[src/rtl/imem_pkg.sv]
// Shared constants, response-owner encoding and sizing helper for the
// instruction-memory arbiter.
package imem_pkg;

  localparam int unsigned MEM_WORDS_DEFAULT = 128;
  localparam int unsigned MAX_WAIT_DEFAULT  = 8;
  localparam logic [31:0] NOP_INSTR_DEFAULT = 32'h0000_0013;

  // Who owns the response slot in the cycle after an acceptance
  typedef enum logic [2:0] {
    NONE  = 3'd0,
    F_OK  = 3'd1,
    F_NOP = 3'd2,
    L_RD  = 3'd3,
    L_WR  = 3'd4,
    L_ERR = 3'd5
  } resp_owner_t;

  function automatic int unsigned word_idx_w(input int unsigned words);
    return (words > 1) ? $clog2(words) : 1;
  endfunction

endpackage

[src/rtl/imem_starve_ctr.sv]
// Saturating count of consecutive denied fetch cycles; force_f hands the
// next grant to fetch once the limit is reached.
module imem_starve_ctr
  import imem_pkg::*;
#(
  parameter int unsigned MAX_WAIT = MAX_WAIT_DEFAULT
) (
  input  logic clk,
  input  logic rst_n,
  input  logic inc,
  input  logic clr,
  output logic force_f
);

  localparam logic [7:0] LIMIT = 8'(MAX_WAIT);

  logic [7:0] wait_cnt;

  always_ff @(posedge clk) begin
    if (!rst_n) begin
      wait_cnt <= 8'd0;
    end else if (clr) begin
      wait_cnt <= 8'd0;
    end else if (inc && (wait_cnt != LIMIT)) begin
      wait_cnt <= wait_cnt + 8'd1;
    end
  end

  assign force_f = (wait_cnt == LIMIT);

endmodule

[src/rtl/imem_arbiter.sv]
// Two-port arbiter in front of a single-port 1-cycle BRAM: fetch (read-only)
// and loader (read/write), loader-first with fetch anti-starvation.
module imem_arbiter
  import imem_pkg::*;
#(
  parameter int unsigned MEM_WORDS = MEM_WORDS_DEFAULT,
  parameter int unsigned MAX_WAIT  = MAX_WAIT_DEFAULT,
  parameter logic [31:0] NOP_INSTR = NOP_INSTR_DEFAULT,
  localparam int unsigned AW = word_idx_w(MEM_WORDS)
) (
  input  logic          clk,
  input  logic          rst_n,
  input  logic          f_valid,
  input  logic [31:0]   f_addr,
  output logic          f_ready,
  output logic          f_rvalid,
  output logic [31:0]   f_rdata,
  input  logic          l_valid,
  input  logic          l_we,
  input  logic [31:0]   l_addr,
  input  logic [31:0]   l_wdata,
  output logic          l_ready,
  output logic          l_rvalid,
  output logic [31:0]   l_rdata,
  output logic          l_err,
  output logic          mem_en,
  output logic          mem_we,
  output logic [AW-1:0] mem_addr,
  output logic [31:0]   mem_wdata,
  input  logic [31:0]   mem_rdata
);

  localparam logic [29:0] WORD_LIMIT = 30'(MEM_WORDS);

  logic        force_f;
  logic        f_grant;
  logic        l_grant;
  logic        f_in_range;
  logic        l_legal;
  logic        unused_bits;
  resp_owner_t resp_owner;
  resp_owner_t next_owner;

  assign unused_bits = ^f_addr[1:0];

  assign f_in_range = (f_addr[31:2] < WORD_LIMIT);
  assign l_legal    = (l_addr[31:2] < WORD_LIMIT) && (l_addr[1:0] == 2'b00);

  imem_starve_ctr #(
    .MAX_WAIT(MAX_WAIT)
  ) u_starve_ctr (
    .clk    (clk),
    .rst_n  (rst_n),
    .inc    (f_valid && !f_grant),
    .clr    (f_grant || !f_valid),
    .force_f(force_f)
  );

  // Grant, memory drive and the response owner for the accepted request
  always_comb begin
    f_grant    = 1'b0;
    l_grant    = 1'b0;
    mem_en     = 1'b0;
    mem_we     = 1'b0;
    mem_addr   = l_addr[AW+1:2];
    mem_wdata  = l_wdata;
    next_owner = NONE;
    if (rst_n) begin
      f_grant = f_valid && (!l_valid || force_f);
      l_grant = l_valid && !f_grant;
      if (f_grant) begin
        mem_addr   = f_addr[AW+1:2];
        mem_en     = f_in_range;
        next_owner = f_in_range ? F_OK : F_NOP;
      end else if (l_grant) begin
        mem_en     = l_legal;
        mem_we     = l_we;
        next_owner = !l_legal ? L_ERR : (l_we ? L_WR : L_RD);
      end
    end
  end

  assign f_ready = f_grant;
  assign l_ready = l_grant;

  always_ff @(posedge clk) begin
    if (!rst_n) begin
      resp_owner <= NONE;
    end else begin
      resp_owner <= next_owner;
    end
  end

  // Response decode; masked while in reset so a dropped response never shows
  always_comb begin
    f_rvalid = 1'b0;
    f_rdata  = 32'd0;
    l_rvalid = 1'b0;
    l_rdata  = 32'd0;
    l_err    = 1'b0;
    if (rst_n) begin
      unique case (resp_owner)
        F_OK: begin
          f_rvalid = 1'b1;
          f_rdata  = mem_rdata;
        end
        F_NOP: begin
          f_rvalid = 1'b1;
          f_rdata  = NOP_INSTR;
        end
        L_RD: begin
          l_rvalid = 1'b1;
          l_rdata  = mem_rdata;
        end
        L_WR: begin
          l_rvalid = 1'b1;
        end
        L_ERR: begin
          l_rvalid = 1'b1;
          l_err    = 1'b1;
        end
        default: begin
        end
      endcase
    end
  end

endmodule

[config.mk]
export PLATFORM = sky130hd
export DESIGN_NAME = imem_arbiter
export DESIGN_NICKNAME = d
export VERILOG_FILES = /design/src/rtl/imem_pkg.sv /design/src/rtl/imem_starve_ctr.sv /design/src/rtl/imem_arbiter.sv
export SDC_FILE = /design/constraint.sdc
export NUM_CORES = 1
export LEC_CHECK = 0
export BUFFER_PORTS_ARGS = -buffer_cell sky130_fd_sc_hd__buf_2
export CAP_MARGIN = 10
export CORE_AREA = 2 2 95 97
export CTS_CLUSTER_DIAMETER = 50
export CTS_CLUSTER_SIZE = 10
export DETAILED_ROUTE_END_ITERATION = 7
export DIE_AREA = 0 0 97 99
export MAX_ROUTING_LAYER = met4
export SLEW_MARGIN = 20
export SYNTH_ARGS = -nofsm -noshare
export SYNTH_HDL_FRONTEND = slang
export SYNTH_SLANG_ARGS = --single-unit
[constraint.sdc]
create_clock -name clk -period 2.3 [get_ports clk]
set_input_delay 0.115 -clock clk [delete_from_list [all_inputs] [get_ports clk]]
set_output_delay 0.115 -clock clk [all_outputs]
set_load 0.005 [all_outputs]
==> results of run 1 <==
-- power by group --
group          leakage, nW  total [mW]  internal [mW]  switching [mW]
clock network       0.0228       0.194          0.122          0.0721
registers           0.0895       0.199          0.195         0.00412
logic                 1.20       0.188          0.110          0.0777
-- synth_stat cells --
cell type	count
ha_1	2
xor2_1	2
and3_1	1
nor2b_1	2
or3_1	2
o32ai_1	1
nor4_1	12
buf_4	32
nand2_1	9
nand2b_1	3
nor2_1	12
or4_1	1
or4b_2	1
o21a_1	1
o2bb2ai_1	2
xnor2_1	4
a21oi_1	4
mux2i_1	1
inv_1	5
nand3_1	4
a21o_1	2
buf_6	1
mux2_4	7
dfxtp_1	11
and2_1	63
clkbuf_1	6
nand4_1	3
nand4bb_1	1
nor3_1	4
-- worst reg2reg max path, cell delays in order (launching register included) --
cell	delay [ns]
dfxtp_1	0.33
inv_1	0.06
ha_1	0.13
nand4bb_1	0.15
or4_4	0.46
a21o_4	0.29
inv_1	0.10
o2bb2ai_1	0.11
-- worst min-delay path by stage --
stage	start	to	slack [ns]	depth (start not counted)
detailed placement	l_wdata[16]	mem_wdata[16]	0.23	0
CTS	l_we	resp_owner[1]	0.16	2
finish	l_we	resp_owner[1]	0.14	2
floorplan	l_we	resp_owner[1]	0.23	1
global placement	l_wdata[16]	mem_wdata[16]	0.23	0
global route	l_we	resp_owner[2]	0.16	2
-- area by class of cell --
type | count | area share, %
clock buffers | 4 | 1.98
repair buffers | 178 | 39.3
flip-flops and latches | 11 | 9.66
multi-input cells | 144 | 42.1
diodes | 2 | 0.220
inverters | 5 | 0.824
well taps | 108 | 5.93
-- logic make-up (layout without fill, tap and decap cells) --
kind of cell,after synthesis,after routing
DFF,11,11
other,0,2
adders and majority gates,2,2
and+or+nand+nor,118,118
xor gates and xnor gates,6,6
buffers and inverters,44,187
AOI/OAI and AO/OA,10,10
muxes,8,8
-- state kept, by name, indices dropped and copies added, names as in the netlist --
name,cells
resp_owner,3
u_starve_ctr.wait_cnt,8
-- routing by layer --
metal | vias to the layer above | part of all wire [%] | wire length, µm
li1 | 915 | - | -
met1 | 766 | 37 | 2130
met2 | 143 | 51 | 2920
met3 | 7 | 11 | 614
met4 | 0 | 1.8 | 106
met5 | - | 0 | 0
-- timing repair --
| action | in CTS | in global routing |
|---|---|---|
| cloned | 0 | 0 |
| endpoints found under the setup margin | 7 | 7 |
| pin swaps | 0 | 0 |
| hold endpoints to repair | 0 | 0 |
| resized for setup | 1 | 2 |
-- metrics by stage --
| step | setup slack (ns) | power, mW | util (%) | std cells | cell area [µm²] |
|---|---|---|---|---|---|
| 4_1_cts | 0.00924 | 0.585 | 26.5 | 450 | 2260 |
| 6_report | 0.0853 | 0.580 | 26.6 | 452 | 2280 |
| 3_3_place_gp | 0.290 | 0.387 | 25.9 | 446 | 2220 |
| 5_1_grt | 0.0223 | 0.612 | 26.6 | 452 | 2280 |
| 2_1_floorplan | 0.548 | 0.307 | - | 199 | 1460 |
| 3_5_place_dp | 0.248 | 0.392 | 25.9 | 446 | 2220 |
==> impl_summary.log, run 1 <==
[metrics] critical path start-end classification: flop to output pin
[metrics] layout filler cell count: 967
[metrics] pin count of the biggest net entering global routing: 30
[metrics] share of cell area taken by muxes after synthesis: 7.88%
[metrics] setup TNS: 0 ns
[metrics] distinct cell type count of the synthesized netlist: 29
[metrics] FF/Latch Area: 220 µm²
[metrics] transition time at the pin with the least slew margin: 0.341 ns
[metrics] wire length of the first global-routing pass: 8.36 mm
[metrics] adder-cell share of the synthesized area: 1.71%
[metrics] Syn Inst Count: 199
[metrics] synthesized flop and latch total: 11
[metrics] required time of the critical path: 2.18 ns
[metrics] via/cell ratio: 4.05
[metrics] Max rail drop VDD: 0.000193 V
[metrics] top cells by area in the synthesized netlist: and2_1, buf_4, dfxtp_1, mux2_4, nor4_1
[metrics] path category of the worst min-delay check: primary input to flop
[metrics] proportion of synthesized chip area in sequential cells: 15.1%
[metrics] fraction of final layout cells sized beyond drive strength 1: 55.8%
[metrics] number of pins exceeding their max-slew limit in the final report: 0
[metrics] number of antenna violations at the first check in global routing: 2
[metrics] maximum clock path buffer count: 2
[metrics] count of buffer and inverter cells on the critical path: 2
[metrics] initial DRC count: 24
[metrics] WP data arrival: 2.10 ns
[metrics] die outline width: 97 µm
[metrics] area enclosed by the die boundary: 9600 µm²
[metrics] Fmax achieved: 0.452 GHz
[metrics] vias in the first global route: 1699
[metrics] IO buf count: 176
[metrics] worst r2r path cells: 7
[metrics] worst reg2reg startpoint: u_starve_ctr.wait_cnt[0]
[metrics] synth warn: 0
[metrics] status: completed
[metrics] CTS HTree Levels: 1
[metrics] met1 track demand over resource: 11.1%
[metrics] GRT met2 Usage: 20.8%
[metrics] number of cell rows: 34
[metrics] Synth-to-Final Area Change: 56.0%
[metrics] count of TritonRoute iterations in the first routing pass: 4
[metrics] R2R Setup Slk: 0.60 ns
[metrics] Post-Synthesis Net Count: 334
[metrics] Setup crit end kind: output pin
[metrics] RSZ-0062 raised after global routing: no
[metrics] total CTS buffers: 3
[metrics] Worst Clk Skew: 0.000565 ns
[metrics] most congested layer reported by global routing: met2
[metrics] area occupied by multi-input gates: 958 µm²
[metrics] number of top-level pins: 243
[metrics] cell at the slowest stage of the critical path: or4_4
[metrics] first element of the critical path: u_starve_ctr.wait_cnt[0]
[metrics] maximum net fanout on the critical path: 9
[metrics] cell chosen for the clock root: clkbuf_8
[metrics] crit-path cells: inv_1 > ha_1 > nand4bb_1 > or4_4 > a21o_4 > mux2_4 > buf_2
[metrics] most used cells in the layout excluding fill and tap cells: buf_2, and2_1, nor2_1, nor4_1, dfxtp_1
[metrics] number of remaining DRC errors: 0
[metrics] leakage power: 1.31 nW
[metrics] min cycle time layout: 2.21 ns
[metrics] number of routed nets with antenna violations: 0
[metrics] most common cell after layout, fill and taps aside: buf_2
[metrics] CP Capture Point: mem_addr[0]
[metrics] starting density of the core: 17.1%
[metrics] main combinational cell family by area after synthesis: simple AND/OR/NAND/NOR gates
[metrics] # Max-Cap Violations: 0
[metrics] crit-path leading delay family: simple AND/OR/NAND/NOR gates
[metrics] P per Cell Area: 255 nW/µm²
[metrics] final-report hold violation count: 0
[metrics] met3 track utilization from global routing: 2.70%
[metrics] clock-pin slew reported for the worst setup and hold paths after clock tree synthesis: 0.05 ns
[metrics] core region area: 8550 µm²
[metrics] worst hold slack: 0.144 ns
[metrics] final cycle utilization of the critical path: 96.3%
[metrics] Stages on worst setup path: 7
[metrics] CTS tree: built
[metrics] post-synth top area share: 27.0%
[metrics] relative slew slack: 77.2%
[metrics] r2r endpoint: resp_owner[0]
[metrics] basic-gate share of the synthesized area counting and, or, nand and nor cells: 47.0%
[metrics] number of sinks handled by clock tree synthesis: 11
[metrics] startpoint types: flop
[metrics] combined area of all synthesized cells: 1460 µm²
[metrics] vias after detailed routing: 1831
[metrics] Final setup viols: 0
[metrics] routability-driven placement congestion ratio: 0.853
[metrics] latest clock arrival within the worst-skew pair: 0.24 ns
[metrics] Detailed Route WL: 5.77 mm
[metrics] net count reported at finish: 478
[metrics] biggest area consumer among synthesized cells: and2_1
[metrics] xor/xnor cell area share of the yosys netlist: 3.60%
[metrics] average size of a mapped cell: 7.34 µm²
[metrics] largest stage delay on the critical path: 0.46 ns
[metrics] average wire per standard cell: 12.8 µm
[metrics] share of the synthesized area in compound gates (AO/OA/AOI/OAI): 4.71%
[metrics] hold-fix buffer count after cts: 0
[metrics] aggregate global-route resource usage: 11.1%
[metrics] overall overflow remaining after global route: 0
[metrics] DIE HEIGHT: 99 µm
[metrics] Setup Buffers After CTS: 0
[metrics] post-detailed-placement half-perimeter wirelength: 5.26 mm
Power figures use the tool's default switching activity.
==> run 2: changes to the inputs <==
Settings changed: CORE_AREA 2 2 95 97 to 2 2 93 95, DIE_AREA 0 0 97 99 to 0 0 95 97.
Clock period 2.3 ns to 1.9 ns, I/O delays scaled along.
==> impl_summary.log, run 2 (synthesized netlist as in run 1, its figures left out) <==
[metrics] status: complete, but fails checks (was completed)
[metrics] violations in the final reports: negative setup slack
[metrics] required time of the critical path: 1.80 ns (was 2.18 ns)
[metrics] hold path startpoint: l_we (unchanged)
[metrics] initial DRC count: 21 (was 24)
[metrics] WP data arrival: 1.98 ns (was 2.10 ns)
[metrics] Clock Power Share: 32.3% (was 33.4%)
[metrics] Setup Buffers After CTS: 0 (unchanged)
[metrics] IO buf count: 176 (unchanged)
[metrics] latest clock arrival within the worst-skew pair: 0.24 ns (about the same)
[metrics] number of cells after detailed placement: 451 (was 446)
[metrics] vias in the first global route: 1700 (was 1699)
[metrics] depth of the worst hold-timing path: 2 (unchanged)
[metrics] area enclosed by the die boundary: 9220 µm² (was 9600 µm²)
[metrics] Max rail drop VDD: 0.000280 V (was 0.000193 V)
[metrics] vias after detailed routing: 1899 (was 1831)
[metrics] final cycle utilization of the critical path: 109%
[metrics] relative slew slack: 75.8% (was 77.2%)
[metrics] transition time at the pin with the least slew margin: 0.360 ns (was 0.341 ns)
[metrics] Setup crit end kind: output pin (unchanged)
[metrics] cell at the slowest stage of the critical path: or4_4 (unchanged)
[metrics] number of antenna violations at the first check in global routing: 0 (was 2)
[metrics] fraction of final layout cells sized beyond drive strength 1: 58.4% (was 55.8%)
[metrics] total placed instance area: 2270 µm² (was 2220 µm²)
[metrics] Worst Clk Skew: 0.00194 ns (was 0.000565 ns)
[metrics] startpoint types: flop (unchanged)
[metrics] most used cells in the layout excluding fill and tap cells: buf_2, and2_1, nor2_1, nor4_1, buf_4 (was buf_2, and2_1, nor2_1, nor4_1, dfxtp_1)
[metrics] most common cell after layout, fill and taps aside: buf_2 (unchanged)
[metrics] average wire per standard cell: 11.5 µm (was 12.8 µm)
[metrics] hold-fix buffer count after cts: 0 (unchanged)
[metrics] Net Sw Frac: 25.4% (was 26.5%)
[metrics] clock-pin slew reported for the worst setup and hold paths after clock tree synthesis: 0.05 ns (about the same)
[metrics] RSZ-0062 raised after global routing: yes (was no)
[metrics] Combinational Power Share: 33.7% (was 32.4%)
[metrics] DIE HEIGHT: 97 µm (was 99 µm)
[metrics] min cycle time layout: 2.07 ns
[metrics] Detailed Route WL: 5.26 mm (was 5.77 mm)
[metrics] crit-path cells: inv_2 > ha_4 > nand4bb_1 > or4_4 > a21o_4 > mux2_4 > buf_6 (was inv_1 > ha_1 > nand4bb_1 > or4_4 > a21o_4 > mux2_4 > buf_2)
[metrics] starting density of the core: 18.0% (was 17.1%)
[metrics] overall overflow remaining after global route: 0 (unchanged)
[metrics] maximum clock path buffer count: 2 (unchanged)
[metrics] worst r2r path cells: 7 (unchanged)
[metrics] r2r endpoint: resp_owner[1] (was resp_owner[0])
[metrics] routability-driven placement congestion ratio: 0.712 (was 0.853)
[metrics] CTS tree: built (unchanged)
[metrics] sequential cell fraction of total power: 33.9% (was 34.2%)
[metrics] worst reg2reg startpoint: u_starve_ctr.wait_cnt[0] (unchanged)
[metrics] largest registers: u_starve_ctr.wait_cnt x8, resp_owner x3 (unchanged)
[metrics] critical path start-end classification: flop to output pin (unchanged)
[metrics] R2R Setup Slk: 0.27 ns (was 0.60 ns)
[metrics] number of remaining DRC errors: 0 (unchanged)
[metrics] worst min-delay path endpoint: resp_owner[1] (unchanged)
[metrics] P per Cell Area: 297 nW/µm² (was 255 nW/µm²)
[metrics] post-route cell area: 2380 µm² (was 2280 µm²)
[metrics] number of cell rows: 33 (was 34)
[metrics] number of pins exceeding their max-slew limit in the final report: 0 (unchanged)
[metrics] wire length of the first global-routing pass: 7.60 mm (was 8.36 mm)
[metrics] setup TNS: -1.27 ns (was 0 ns)
[metrics] first element of the critical path: u_starve_ctr.wait_cnt[0] (unchanged)
[metrics] Fmax achieved: 0.482 GHz
[metrics] leakage power: 1.37 nW (was 1.31 nW)
[metrics] path category of the worst min-delay check: primary input to flop (unchanged)
[metrics] number of top-level pins: 243 (unchanged)
[metrics] core region area: 8130 µm² (was 8550 µm²)
[metrics] Final setup viols: 8 (was 0)
[metrics] die outline width: 95 µm (was 97 µm)
[metrics] pin count of the biggest net entering global routing: 33 (was 30)
[metrics] post-route core utilization: 29.3% (was 26.6%)
[metrics] ANT cells: 0 (was 2)
[metrics] max FFs per register: 8 (unchanged)
[metrics] number of routed nets with antenna violations: 0 (unchanged)
[metrics] total CTS buffers: 3 (unchanged)
[metrics] number of sinks handled by clock tree synthesis: 11 (unchanged)
[metrics] layout filler cell count: 895 (was 967)
[metrics] CTS HTree Levels: 1 (unchanged)
[metrics] register with the highest flop count: u_starve_ctr.wait_cnt (unchanged)
[metrics] aggregate global-route resource usage: 10.6% (was 11.1%)
[metrics] Synth-to-Final Area Change: 63.3% (was 56.0%)
[metrics] largest stage delay on the critical path: 0.46 ns (about the same)
[metrics] total internal power: 529 µW (was 426 µW)
[metrics] # Max-Cap Violations: 0 (unchanged)
[metrics] post-detailed-placement half-perimeter wirelength: 4.66 mm (was 5.26 mm)
[metrics] count of TritonRoute iterations in the first routing pass: 4 (unchanged)
[metrics] via/cell ratio: 4.16 (was 4.05)
[metrics] Non-Filler Instances: 456 (was 452)
[metrics] final-report hold violation count: 0 (unchanged)
[metrics] net count reported at finish: 487 (was 478)
[metrics] cell chosen for the clock root: clkbuf_8 (unchanged)
[metrics] setup ws final: -0.174 ns (was 0.0853 ns)
[metrics] power spent charging and discharging nets: 180 µW (was 154 µW)
[metrics] maximum net fanout on the critical path: 5 (was 9)
[run 2: changes by cell type in the layout (fill, tap and decap cells not counted), sizes merged]
| cell | previous run | this run |
|---|---|---|
| a21o | 2 | 3 |
| diode | 2 | 0 |
| buf | 178 | 186 |
[run 2: metrics by stage]
| stage | total power [mW] | setup WS (ns) | hold slack [ns] |
|---|---|---|---|
| after floorplan | 0.371 | 0.168 | 0.213 |
| after global placement | 0.467 | -0.0642 | 0.190 |
| after detailed placement | 0.472 | -0.0777 | 0.190 |
| after CTS | 0.718 | -0.188 | 0.136 |
| after global routing | 0.753 | -0.235 | 0.150 |
| final | 0.709 | -0.174 | 0.129 |
[run 2: worst max-delay path, delay by kind of cell, from the launching register on]
family          cells  cell delay [ns]
flops               1             0.32
mux                 1             0.30
fa+ha+maj           1             0.12
compound gates      1             0.26
simple gates        2             0.57
buf+inv             2             0.18
[run 2: how the worst max path moves through the flow]
stage | end
CTS | mem_addr[0]
global route | mem_addr[2]
detailed placement | mem_addr[0]
finish | mem_addr[3]
floorplan | mem_addr[0]
global placement | mem_addr[5]
[run 2: what timing repair did]
action                                  in CTS  in global routing
endpoints found under the setup margin       9                  9
pin swaps                                    1                  0
resized for setup                           14                  0
hold endpoints to repair                     0                  0
cloned                                       1                  0
[run 2: power by group through the flow]
stage	registers (mW)	clock network, mW	logic, mW
detailed placement	0.244	0	0.227
finish	0.241	0.229	0.239
global placement	0.245	0	0.222
CTS	0.241	0.235	0.242
global route	0.241	0.246	0.266
floorplan	0.243	0	0.128
[run 2: cell type report]
type | count | area, µm² | area share (%)
timing repair buffer | 186 | 987 | 41.4
multi-input combinational | 145 | 980 | 41.1
sequential | 11 | 223 | 9.34
tap | 105 | 131 | 5.51
clock buffer | 4 | 45.0 | 1.89
inverter | 5 | 18.8 | 0.787
[run 2: metal layers]
metal  GRT usage, %  wire, µm  vias to the layer above
met4           3.23        67                        0
met3           2.80       655                        7
met5              -         0                        -
met2           19.9      2550                      140
li1               -         -                      934
met1           10.5      1990                      818
==> run 3: changes to the inputs <==
Settings changed: CTS_CLUSTER_DIAMETER 50 to 80, REMOVE_ABC_BUFFERS from default to 1.
==> impl_summary.log, run 3 (synthesized netlist as in run 1, its figures left out) <==
[metrics] pin count of the biggest net entering global routing: 33 (unchanged)
[metrics] starting density of the core: 18.0% (unchanged)
[metrics] most common cell after layout, fill and taps aside: buf_2 (unchanged)
[metrics] Detailed Route WL: 8.46 mm (was 5.26 mm)
[metrics] power spent charging and discharging nets: 184 µW (was 180 µW)
[metrics] leakage power: 1.35 nW (was 1.37 nW)
[metrics] min cycle time layout: 2.11 ns (was 2.07 ns)
[metrics] Net Sw Frac: 26.1% (was 25.4%)
[metrics] Synth-to-Final Area Change: 60.2% (was 63.3%)
[metrics] number of pins exceeding their max-slew limit in the final report: 0 (unchanged)
[metrics] Non-Filler Instances: 455 (was 456)
[metrics] most used cells in the layout excluding fill and tap cells: buf_2, and2_1, nor2_1, nor4_1, dfxtp_1 (was buf_2, and2_1, nor2_1, nor4_1, buf_4)
[metrics] largest stage delay on the critical path: 0.46 ns (about the same)
[metrics] vias in the first global route: 1740 (was 1700)
[metrics] final-report hold violation count: 0 (unchanged)
[metrics] core region area: 8130 µm² (unchanged)
[metrics] cell at the slowest stage of the critical path: or4_4 (unchanged)
[metrics] violations in the final reports: negative setup slack (unchanged)
[metrics] number of cell rows: 33 (unchanged)
[metrics] Combinational Power Share: 32.7% (was 33.7%)
[metrics] count of buffer and inverter cells on the critical path: 2 (unchanged)
[metrics] maximum clock path buffer count: 2 (unchanged)
[metrics] area occupied by multi-input gates: 967 µm² (was 980 µm²)
[metrics] aggregate global-route resource usage: 17.7% (was 10.6%)
[metrics] Setup crit end kind: output pin (unchanged)
[metrics] status: complete, but fails checks (unchanged)
[metrics] Final setup viols: 9 (was 8)
[metrics] post-route cell area: 2340 µm² (was 2380 µm²)
[metrics] largest registers: u_starve_ctr.wait_cnt x8, resp_owner x3 (unchanged)
[metrics] maximum net fanout on the critical path: 5 (unchanged)
[metrics] CTS HTree Levels: 1 (unchanged)
[metrics] crit-path leading delay family: simple AND/OR/NAND/NOR gates (unchanged)
[metrics] Fmax achieved: 0.474 GHz (was 0.482 GHz)
[metrics] P per Cell Area: 301 nW/µm² (was 297 nW/µm²)
[metrics] register with the highest flop count: u_starve_ctr.wait_cnt (unchanged)
[metrics] number of sinks handled by clock tree synthesis: 11 (unchanged)
[metrics] initial DRC count: 15 (was 21)
[metrics] post-placement worst setup slack: -0.0917 ns (was -0.0777 ns)
[metrics] wire length of the first global-routing pass: 11.0 mm (was 7.60 mm)
[metrics] via/cell ratio: 4.28 (was 4.16)
[metrics] die outline width: 95 µm (unchanged)
[metrics] number of routed nets with antenna violations: 0 (unchanged)
[metrics] Worst Clk Skew: 0.000535 ns (was 0.00194 ns)
[metrics] RSZ-0062 raised after global routing: yes (unchanged)
[metrics] setup TNS: -1.60 ns (was -1.27 ns)
[metrics] DIE HEIGHT: 97 µm (unchanged)
[metrics] total CTS buffers: 3 (unchanged)
[metrics] number of cells after detailed placement: 450 (was 451)
[metrics] max FFs per register: 8 (unchanged)
[metrics] number of top-level pins: 243 (unchanged)
[metrics] Clock Power Share: 33.3% (was 32.3%)
[metrics] clock-pin slew reported for the worst setup and hold paths after clock tree synthesis: 0.05 ns (about the same)
[metrics] WP data arrival: 2.02 ns (was 1.98 ns)
[metrics] worst hold slack: 0.143 ns (was 0.129 ns)
[metrics] latest clock arrival within the worst-skew pair: 0.24 ns (about the same)
[metrics] relative slew slack: 76.4% (was 75.8%)
[metrics] transition time at the pin with the least slew margin: 0.353 ns (was 0.360 ns)
[metrics] fraction of final layout cells sized beyond drive strength 1: 57.1% (was 58.4%)
[metrics] post-detailed-placement half-perimeter wirelength: 7.72 mm (was 4.66 mm)
[metrics] net count reported at finish: 486 (was 487)
[metrics] vias after detailed routing: 1949 (was 1899)
[metrics] total placed instance area: 2270 µm² (about the same)
[metrics] Max rail drop VDD: 0.000181 V (was 0.000280 V)
[metrics] cell chosen for the clock root: clkbuf_8 (unchanged)
[metrics] overall overflow remaining after global route: 0 (unchanged)
[metrics] path category of the worst min-delay check: primary input to flop (unchanged)
[metrics] # Max-Cap Violations: 0 (unchanged)
[metrics] Setup Buffers After CTS: 0 (unchanged)
[metrics] startpoint types: flop (unchanged)
[metrics] crit-path cells: inv_1 > ha_1 > nand4bb_1 > or4_4 > a21o_4 > mux2_4 > buf_2 (was inv_2 > ha_4 > nand4bb_1 > or4_4 > a21o_4 > mux2_4 > buf_6)
[metrics] critical path start-end classification: flop to output pin (unchanged)
[metrics] total internal power: 521 µW (was 529 µW)
[metrics] routability-driven placement congestion ratio: 0.795 (was 0.712)
[metrics] layout filler cell count: 904 (was 895)
[metrics] PnR Total Power: 704 µW (was 709 µW)
[metrics] IO buf count: 176 (unchanged)
[metrics] sequential cell fraction of total power: 34.0% (was 33.9%)
[metrics] number of remaining DRC errors: 0 (unchanged)
[metrics] ANT cells: 0 (unchanged)
[metrics] final cycle utilization of the critical path: 111% (was 109%)
[metrics] count of TritonRoute iterations in the first routing pass: 4 (unchanged)
[metrics] number of antenna violations at the first check in global routing: 0 (unchanged)
[metrics] post-route core utilization: 28.7% (was 29.3%)
[metrics] area enclosed by the die boundary: 9220 µm² (unchanged)
[metrics] CTS tree: built (unchanged)
[metrics] FF/Latch Area: 221 µm² (was 223 µm²)
[metrics] setup ws final: -0.210 ns (was -0.174 ns)
[metrics] required time of the critical path: 1.80 ns (about the same)
[metrics] average wire per standard cell: 18.6 µm (was 11.5 µm)
-- run 3: worst paths after layout --
check | from | end | slack [ns] | depth (start not counted)
worst max-delay path | u_starve_ctr.wait_cnt[1] | mem_addr[6] | -0.21 | 7
worst min-delay path | l_we | resp_owner[1] | 0.14 | 2
worst max register to register | u_starve_ctr.wait_cnt[1] | resp_owner[0] | 0.19 | 8
worst min register to register | u_starve_ctr.wait_cnt[0] | u_starve_ctr.wait_cnt[0] | 0.52 | 2
-- run 3: layer usage --
layer | up-vias | global-route usage, % | wire length [µm] | share of wire (%)
met2 | 199 | 33.4 | 4390 | 52
met3 | 9 | 15.3 | 1900 | 22
met4 | 0 | 6.24 | 238 | 2.8
met5 | - | - | 0 | 0
met1 | 807 | 10.4 | 1930 | 23
li1 | 934 | - | - | -
-- run 3: final cells by class --
type	count	share of cell area (%)
inverter	5	0.803
multi-input combinational	145	41.4
tap	105	5.62
sequential	11	9.47
clock buffer	4	1.93
timing repair buffer	185	40.8
-- run 3: power by group through the flow --
stage / clock network (mW) / registers [mW] / logic, mW
floorplan: 0 / 0.243 / 0.0705
finish: 0.235 / 0.239 / 0.230
global placement: 0 / 0.244 / 0.221
detailed placement: 0 / 0.244 / 0.226
global route: 0.259 / 0.240 / 0.255
CTS: 0.244 / 0.239 / 0.230
-- run 3: repair_timing --
item / 4_1_cts / 5_1_grt
setup endpoints to repair: 9 / 9
gates resized for setup: 4 / 1
cloned: 1 / 0
pin swaps: 1 / 0
hold buffers: 0 / 0
